## src/rtl/issue_scheduler_pkg.sv

```systemverilog
// Shared types for the dual-issue scheduler: instruction entry, score_board
// read/write payload, scheduler FSM states and the operand readiness rule.
package issue_scheduler_pkg;

  localparam int unsigned REG_W = 5;
  localparam int unsigned POS_W = 8;

  typedef logic [REG_W-1:0] REG_ADDR;

  typedef struct packed {
    logic [POS_W-1:0] position;
  } SCORE_BOARD_DATA;

  typedef struct packed {
    REG_ADDR    src1;
    REG_ADDR    src2;
    REG_ADDR    dst;
    logic       has_dst;
    logic [2:0] lat;
    logic       is_mem;
    logic       serial;
  } ISSUE_INST;

  typedef enum logic [1:0] {
    RUN,
    SERIAL_WAIT,
    FLUSH
  } SCHED_STATE;

  // Bit 0 of position means the result is on the bypass network this cycle.
  function automatic logic operand_ready(input REG_ADDR addr, input SCORE_BOARD_DATA sb);
    return (addr == '0) || (sb.position[POS_W-1:1] == '0);
  endfunction

endpackage

```

## src/rtl/issue_scheduler_queue.sv

```systemverilog
// Circular instruction FIFO: up to two pushes and two pops per cycle, with a
// peek of the head and head+1 entries and a synchronous clear.
module issue_queue
  import issue_scheduler_pkg::*;
#(
  parameter int unsigned DEPTH = 8
) (
  input  logic                     clk,
  input  logic                     rst_n,
  input  logic                     clear,
  input  logic [1:0]               push,
  input  ISSUE_INST [1:0]          push_data,
  input  logic [1:0]               pop_cnt,
  output ISSUE_INST [1:0]          peek,
  output logic [$clog2(DEPTH):0]   count
);

  localparam int unsigned AW = $clog2(DEPTH);

  ISSUE_INST     mem_q [DEPTH];
  logic [AW-1:0] head_q, head_d, tail_q, tail_d;
  logic [AW-1:0] head1_idx, tail1_idx;
  logic [AW:0]   count_q, count_d;

  always_comb begin
    head1_idx = head_q + 1'b1;
    tail1_idx = tail_q + 1'b1;
    head_d    = head_q + AW'(pop_cnt);
    tail_d    = tail_q + AW'(push[0]) + AW'(push[1]);
    count_d   = count_q + (AW+1)'(push[0]) + (AW+1)'(push[1]) - (AW+1)'(pop_cnt);
    if (clear) begin
      head_d  = '0;
      tail_d  = '0;
      count_d = '0;
    end
  end

  always_ff @(posedge clk or negedge rst_n) begin
    if (!rst_n) begin
      head_q  <= '0;
      tail_q  <= '0;
      count_q <= '0;
    end else begin
      head_q  <= head_d;
      tail_q  <= tail_d;
      count_q <= count_d;
    end
  end

  always_ff @(posedge clk) begin
    if (push[0] && !clear) mem_q[tail_q]    <= push_data[0];
    if (push[1] && !clear) mem_q[tail1_idx] <= push_data[1];
  end

  assign peek[0] = mem_q[head_q];
  assign peek[1] = mem_q[head1_idx];
  assign count   = count_q;

endmodule

```

## src/rtl/issue_scheduler.sv

```systemverilog
// In-order dual-issue scheduler: buffers decoded pairs, checks operand
// readiness against score_board and intra-pair hazards, and marks destinations.
module issue_scheduler
  import issue_scheduler_pkg::*;
#(
  parameter int unsigned QDEPTH     = 8,
  parameter int unsigned SERIAL_GAP = 7
) (
  input  logic                      clk,
  input  logic                      rst_n,
  input  logic [1:0]                in_valid,
  input  ISSUE_INST [1:0]           in_inst,
  output logic                      in_ready,
  output REG_ADDR [3:0]             sb_read_addr,
  input  SCORE_BOARD_DATA [3:0]     sb_data,
  output logic [1:0]                sb_write_ena,
  output REG_ADDR [1:0]             sb_write_addr,
  output SCORE_BOARD_DATA [1:0]     sb_write_data,
  input  logic                      exe_stall,
  input  logic                      flush,
  output logic [1:0]                issue_valid,
  output ISSUE_INST [1:0]           issue_inst,
  output logic [$clog2(QDEPTH):0]   q_count
);

  localparam int unsigned CW = $clog2(QDEPTH) + 1;
  localparam int unsigned GW = $clog2(SERIAL_GAP + 1);

  SCHED_STATE      state_q, state_d;
  logic [GW-1:0]   gap_q, gap_d;
  ISSUE_INST [1:0] peek;
  logic [1:0]      push, iss, pop_cnt;
  logic            raw, waw;
  logic            sb_bypass_unused;

  assign in_ready = rst_n && (q_count <= CW'(QDEPTH - 2));
  assign push[0]  = in_valid[0] && in_ready && !flush;
  assign push[1]  = push[0] && in_valid[1];
  assign pop_cnt  = {1'b0, iss[0]} + {1'b0, iss[1]};

  issue_queue #(.DEPTH(QDEPTH)) u_queue (
    .clk       (clk),
    .rst_n     (rst_n),
    .clear     (flush),
    .push      (push),
    .push_data (in_inst),
    .pop_cnt   (pop_cnt),
    .peek      (peek),
    .count     (q_count)
  );

  always_ff @(posedge clk or negedge rst_n) begin
    if (!rst_n) begin
      state_q <= RUN;
      gap_q   <= '0;
    end else begin
      state_q <= state_d;
      gap_q   <= gap_d;
    end
  end

  // The gap counter reaching zero is the last idle cycle, so exactly
  // SERIAL_GAP cycles pass between a serial issue and the next one.
  always_comb begin
    state_d = state_q;
    gap_d   = gap_q;
    if (flush) begin
      state_d = FLUSH;
      gap_d   = '0;
    end else begin
      case (state_q)
        RUN: begin
          if (iss[0] && peek[0].serial) begin
            state_d = SERIAL_WAIT;
            gap_d   = GW'(SERIAL_GAP);
          end
        end
        SERIAL_WAIT: begin
          if (gap_q <= GW'(1)) begin
            state_d = RUN;
            gap_d   = '0;
          end else begin
            gap_d = gap_q - 1'b1;
          end
        end
        default: state_d = RUN;
      endcase
    end
  end

  always_comb begin
    raw = peek[0].has_dst && (peek[1].src1 == peek[0].dst || peek[1].src2 == peek[0].dst);
    waw = peek[0].has_dst && peek[1].has_dst && (peek[0].dst == peek[1].dst);
    iss = '0;
    iss[0] = rst_n && (q_count != '0) && (state_q == RUN) && !exe_stall && !flush
             && operand_ready(peek[0].src1, sb_data[0])
             && operand_ready(peek[0].src2, sb_data[1]);
    iss[1] = iss[0] && (q_count >= CW'(2))
             && operand_ready(peek[1].src1, sb_data[2])
             && operand_ready(peek[1].src2, sb_data[3])
             && !raw && !waw && !(peek[0].is_mem && peek[1].is_mem)
             && !peek[0].serial && !peek[1].serial;
  end

  always_comb begin
    sb_write_ena  = '0;
    sb_write_addr = '0;
    sb_write_data = '0;
    for (int unsigned i = 0; i < 2; i++) begin
      if (iss[i] && peek[i].has_dst && (peek[i].dst != '0)) begin
        sb_write_ena[i]           = 1'b1;
        sb_write_addr[i]          = peek[i].dst;
        sb_write_data[i].position = POS_W'(1) << peek[i].lat;
      end
    end
  end

  assign sb_read_addr[0] = peek[0].src1;
  assign sb_read_addr[1] = peek[0].src2;
  assign sb_read_addr[2] = peek[1].src1;
  assign sb_read_addr[3] = peek[1].src2;
  assign issue_valid     = iss;
  assign issue_inst      = peek;

  assign sb_bypass_unused = ^{sb_data[0].position[0], sb_data[1].position[0],
                              sb_data[2].position[0], sb_data[3].position[0]};

endmodule

```

## config.mk

```make
export PLATFORM = sky130hd
export DESIGN_NAME = issue_scheduler
export DESIGN_NICKNAME = d
export VERILOG_FILES = /design/src/rtl/issue_scheduler_pkg.sv /design/src/rtl/issue_scheduler_queue.sv /design/src/rtl/issue_scheduler.sv
export SDC_FILE = /design/constraint.sdc
export NUM_CORES = 1
export LEC_CHECK = 0
export ABC_AREA = 0
export CAP_MARGIN = 10
export CELL_PAD_IN_SITES_DETAIL_PLACEMENT = 1
export CELL_PAD_IN_SITES_GLOBAL_PLACEMENT = 1
export CORE_MARGIN = 5
export CORE_UTILIZATION = 46
export DETAILED_ROUTE_END_ITERATION = 8
export PLACE_DENSITY_LB_ADDON = 0.1
export SYNTH_ARGS = -nofsm -noshare
export SYNTH_HDL_FRONTEND = slang
export SYNTH_SLANG_ARGS = --single-unit
```

## constraint.sdc

```tcl
create_clock -name clk -period 5.6 [get_ports clk]
set_input_delay 1.12 -clock clk [delete_from_list [all_inputs] [get_ports clk]]
set_output_delay 1.12 -clock clk [all_outputs]
set_load 0.1 [all_outputs]
```

==> Word level (Yosys, flattened, before mapping) <==
Memory sizes are Yosys's and may differ from the RTL's.
Cells that the tools add are included.
{ "totals": {"in_bits": 80, "wordCells": 104, "mem_bits_rw": 168, "n_memories": 1, "register_bits": 15} }
{ "classes": {"n_reduce_logical": 56, "shifts": 2, "n_mux": 21, "eq_ne": 6, "magnitude_cmp": 3, "add_sub_neg": 10} }
{ "memory_table": {"columns": ["name", "words", "word_bits", "rd", "rd_clocked_by_memory_dff", "wr", "line", "source"], "rows": [
  ["u_queue.mem_q", 8, 21, 2, 0, 2, "issue_scheduler_queue.sv:20", "ISSUE_INST mem_q [DEPTH];"]
]} }
{ "op_table": {"columns": ["op", "n"], "rows": [
  ["$logic_and 1x1->1", 29],
  ["$logic_not 7->1", 4],
  ["$logic_not 5->1", 4],
  ["$mux 8", 2],
  ["$shl 1x3->8 const A", 2],
  ["$eq 5x5->1", 3],
  ["$mux 3", 5],
  ["$mux 5", 2],
  ["$reduce_bool 5->1", 2],
  ["$add 4x1->4", 2],
  ["$logic_not 1->1", 7],
  ["$add 3x1->3", 2],
  ["$add 3x1->3 const B", 2],
  ["$mux 1", 6],
  ["$mux 2", 3],
  ["$ne 3x3->1 const B", 2],
  ["$pmux 3 s2", 1],
  ["$logic_or 1x1->1", 5],
  ["$ge 4x2->1 const B", 1],
  ["$le 4x3->1 const B", 1],
  ["$mux 4", 1],
  ["$pmux 2 s2", 1],
  ["$reduce_and 2->1", 2],
  ["$reduce_bool 4->1", 1],
  ["other kinds (8)", 8]
]} }

==> Longest topological paths before layout <==
{ "depth": {"ltp_word": 18, "mapped_depth": 21, "mapped_depth_nobuf": 17} }

==> Cells and area by module <==
A second synthesis with hierarchy kept.
{ "hier_totals": {"cells_unflattened": 731, "hier_area_um2": 11658.7} }
{ "modules_own_cells": {"columns": ["mod", "cells_per_inst", "instances", "seq_area_each_um2", "area_each_um2"], "rows": [
  ["issue_queue", 582, 1, 5295.1, 10421.2],
  ["issue_scheduler", 149, 1, 125.1, 1237.4]
]} }

==> Worst setup path after synthesis <==
Ideal clock, no wire load.
{ "synth_path": {"path_type": "register to register", "startpoint": "reg u_queue.head_q[1]", "endpoint": "reg u_queue.count_q[2], in the netlist u_queue.count[2]", "path_stages_with_launch": 18, "period_less_slack_ns": 7.438, "t_arrival_ns": 7.306, "setup_ns": 0.132, "setup_slack_ns": -1.838, "required_time_ns": 5.468, "path_buffers": 4, "path_cell_list": "dfrtp_1 buf_6 buf_4 mux4_2 nand2_1 nand2_1 o31ai_1 and2_1 buf_2 nand4_2 buf_6 nor3_1 ha_1 ha_1 fa_1 fa_1 xor2_1 nor2_1"} }
{ "synth_lines": {"columns": ["item", "line", "source"], "rows": [
  ["from (decl)", "issue_scheduler_queue.sv:21", "logic [AW-1:0] head_q, head_d, tail_q, tail_d;"],
  ["from (signal assigned)", "issue_scheduler_queue.sv:40", "head_q <= '0;"],
  ["from (signal assigned)", "issue_scheduler_queue.sv:44", "head_q <= head_d;"],
  ["to (signal assigned)", "issue_scheduler_queue.sv:46", "count_q <= count_d;"],
  ["to (decl)", "issue_scheduler_queue.sv:23", "logic [AW:0] count_q, count_d;"]
]} }

==> flow_metrics.env <==
export IMPL_relSlewSlack=0.246
export IMPL_synth_top_flop_cell="edfxtp_1"
export IMPL_fin_cells=1541
export IMPL_design_area_sq_um=16100
export IMPL_hpwl_microns=30100
export IMPL_finalSetupTns_ns=0
export IMPL_syn_avg_cell_area_sq_um=13.0
export IMPL_critical_path_class="reg -> out"
export IMPL_synthDistinctLibCells=67
export IMPL_fin_util=0.580
export IMPL_cp_arrival_ns=4.26
export IMPL_dp_cells=1510
export IMPL_h_tree_depth=4
export IMPL_rows=61
export IMPL_max_freq_mhz=186
export IMPL_drc_errors=0
export IMPL_yosys_warnings=0
export IMPL_clk_pin_slew_worst_paths_ns=0.08
export IMPL_port_buffers=172
export IMPL_seqPwrFrac=0.457
export IMPL_vias_per_cell=6.22
export IMPL_p_int_mw=2.36
export IMPL_fillers=2808
export IMPL_final_hold_violation_count=0
export IMPL_slowest_stage="ha_2"
export IMPL_cp_common_cell="buf_12"
export IMPL_grt_max_degree=43
export IMPL_fp_dieW_microns=178
export IMPL_status="finished clean"
export IMPL_antenna_cells=0
export IMPL_clkSinkCount=183
export IMPL_wl_per_cell_microns=28.2
export IMPL_ioPinCount=177
export IMPL_startpoint_type="flip-flop"
export IMPL_gp_congestion=0.849
export IMPL_nNetsFinal=1248
export IMPL_syn_area_sq_um=13000
export IMPL_placed_cell_area_sq_um=15500
export IMPL_async_flop_share=0.0820
export IMPL_synth_edf_count=168
export IMPL_rrSetupSlack_ns=0.56
export IMPL_max_stage_delay_ns=0.59
export IMPL_swShare=0.299
export IMPL_crit_fanout=20
export IMPL_peakVddDrop_mv=0.193
export IMPL_syn2layout_area_growth_pct=24.3
export IMPL_ys_ff_latch=183
export IMPL_worstPathRequired_ns=4.48
export IMPL_grt_usage=0.276
export IMPL_post_cts_buffers=0
export IMPL_syn_num_nets=1095
export IMPL_layout_drive_gt1_share=0.385
export IMPL_fin_crit_ns=5.38
export IMPL_path_cells="ha_2, buf_12, mux2i_1, o22ai_1, or3_1, a221oi_1, a31oi_1, nor3_4, buf_4, nor4b_2, buf_12"
export IMPL_ctsRootBufferMaster="clkbuf_16"
export IMPL_power_mw=3.36
export IMPL_clock_path_buffers=2
export IMPL_worst_slack_ns=0.220
export IMPL_setup_viol=0
export IMPL_first_pass_iters=5
export IMPL_yosys_top_cells_area="edfxtp_1, mux2_2, mux4_2, mux4_1, dfrtp_1"
export IMPL_clock_latency_ns=0.45
export IMPL_comb_power_share=0.174
export IMPL_grt_pass1_wl_microns=64500
export IMPL_antenna_found_initial=1
export IMPL_fin_crit_sh=0.961
export IMPL_p_clk_frac=0.369
export IMPL_die_area_sq_um=31600
export IMPL_switchingPower_mw=1.01
export IMPL_initial_utilization=0.467
export IMPL_detail_route_antenna_nets=0
export IMPL_grt_pass1_vias=10200
export IMPL_wl_microns=43400
export IMPL_endpoint_kind="output pin"
export IMPL_drtIter0Drc=839
export IMPL_die_height_microns=178
export IMPL_worst_pin_slew_ns=1.13
export IMPL_vias=9581
export IMPL_skew_ns=0.0151
export IMPL_hold_buffers=0
export IMPL_cts_tree="yes"
export IMPL_cts_repair_resized=0
export IMPL_dp_slack_ns=0.479
export IMPL_yosys_area_top_type="edfxtp_1"
export IMPL_p_leak_nw=5.41
export IMPL_grt_ovfl_total=0
export IMPL_timing_hold_ws_ns=0.493
export IMPL_synth_cells=998
export IMPL_hold_path_class="reg -> reg"
export IMPL_ys_seq_area_frac=0.418
export IMPL_cts_made_buffers=17
export IMPL_drv_slew=0
export IMPL_drv_cap=0
export IMPL_fp_coreArea_sq_um=27800
export IMPL_power_density_nw_per_um2=209
export IMPL_rsz0062_at_grt="no"
export IMPL_yosysTopAreaCellShare=0.389
==> cells in the final DEF, fill, tap and decap left out, types with 13 or more instances in the layout <==
master,count
xnor2_1,26
buf_12,35
nor2_1,35
mux2i_1,33
clkbuf_16,17
mux2_2,174
nand3_1,13
xor2_1,25
buf_4,80
inv_1,32
a21oi_1,22
nor3_1,15
mux4_2,68
mux4_1,19
nand2_1,87
clkdlybuf4s50_1,107
edfxtp_1,168
==> metal layers <==
metal	track usage	vias up	share of wire
li1	-	4159	-
met1	0.364	4984	0.42
met2	0.462	367	0.49
met3	0.0594	69	0.070
met4	0.0796	2	0.023
met5	0	-	0.00030
==> kinds of logic (layout without fill, tap and decap cells) <==
| logic type | after synthesis | after routing | synth area share |
|---|---|---|---|
| compound gates | 85 | 85 | 0.0424 |
| buf+inv | 121 | 286 | 0.0545 |
| xor+xnor | 52 | 52 | 0.0351 |
| fa+ha+maj | 17 | 17 | 0.0187 |
| flops | 183 | 183 | 0.418 |
| simple gates | 245 | 245 | 0.0966 |
| mux | 295 | 295 | 0.334 |
==> sequential cells by signal (all words and copies together) (netlist names) <==
register / cells
state_q: 2
u_queue.mem_q: 168
gap_q: 3
u_queue.tail_q: 3
u_queue.count: 4
u_queue.head_q: 3
==> final cells by class <==
type	count	area, sq um	area share
Clock buffer	17	425	0.0264
Tap cell	378	473	0.0294
Timing Repair Buffer	222	2370	0.147
Multi-Input combinational cell	694	7130	0.443
Inverter	33	124	0.00769
Clock inverter	14	158	0.00978
Sequential cell	183	5430	0.337
==> critical path: cells and delay by family, from the launching register on <==
| family | cells | cell delay [ns] |
|---|---|---|
| AO/OA/AOI/OAI | 3 | 0.66 |
| adder cells (fa/ha/maj) | 1 | 0.59 |
| buffers and inverters | 3 | 0.82 |
| flip-flops | 1 | 0.49 |
| multiplexers | 1 | 0.46 |
| AND/OR/NAND/NOR | 3 | 0.78 |
==> synthesized netlist by cell type, drive strengths merged (2+ instances only) <==
| master | number |
|---|---|
| mux4 | 87 |
| nor2b | 6 |
| nand3 | 13 |
| or2b | 2 |
| or3 | 11 |
| nor3b | 3 |
| o21ai | 15 |
| clkbuf | 21 |
| nor3 | 29 |
| o31ai | 6 |
| xnor2 | 26 |
| xor2 | 26 |
| o21bai | 4 |
| a21oi | 22 |
| mux2 | 175 |
| nand4 | 5 |
| a211oi | 5 |
| a2111oi | 3 |
| o211ai | 3 |
| mux2i | 33 |
| buf | 66 |
| and2 | 4 |
| ha | 13 |
| inv | 32 |
| nand2b | 6 |
| a31oi | 2 |
| nand2 | 92 |
| dfrtp | 15 |
| nor4 | 20 |
| nor4b | 4 |
| or2 | 4 |
| edfxtp | 168 |
| a22oi | 2 |
| fa | 4 |
| o22ai | 13 |
| nor2 | 40 |
==> power by group through the flow <==
stage	combinational [mW]	clock [mW]	sequential, mW
detailed placement	0.584	0	1.57
global route	0.618	1.31	1.54
floorplan	0.360	0	1.59
CTS	0.588	1.25	1.54
finish	0.587	1.24	1.54
global placement	0.572	0	1.56
==> path summary, 6_finish.rpt <==
| check | startpoint | cells after the start | end |
|---|---|---|---|
| max | u_queue.head_q[0]$_DFF_PN0_ | 11 | sb_write_addr[8] |
| min | state_q[1]$_DFFE_PN0P_ | 1 | state_q[0]$_DFFE_PN0P_ |
| max reg2reg | u_queue.head_q[0]$_DFF_PN0_ | 15 | u_queue.count[2]$_DFF_PN0_ |
| min reg2reg | state_q[1]$_DFFE_PN0P_ | 1 | state_q[0]$_DFFE_PN0P_ |
| max in group asynchronous | rst_n | 2 | u_queue.head_q[0]$_DFF_PN0_ |
| min in group asynchronous | rst_n | 1 | state_q[0]$_DFFE_PN0P_ |
Note: power is estimated with default switching activity, not from simulation.
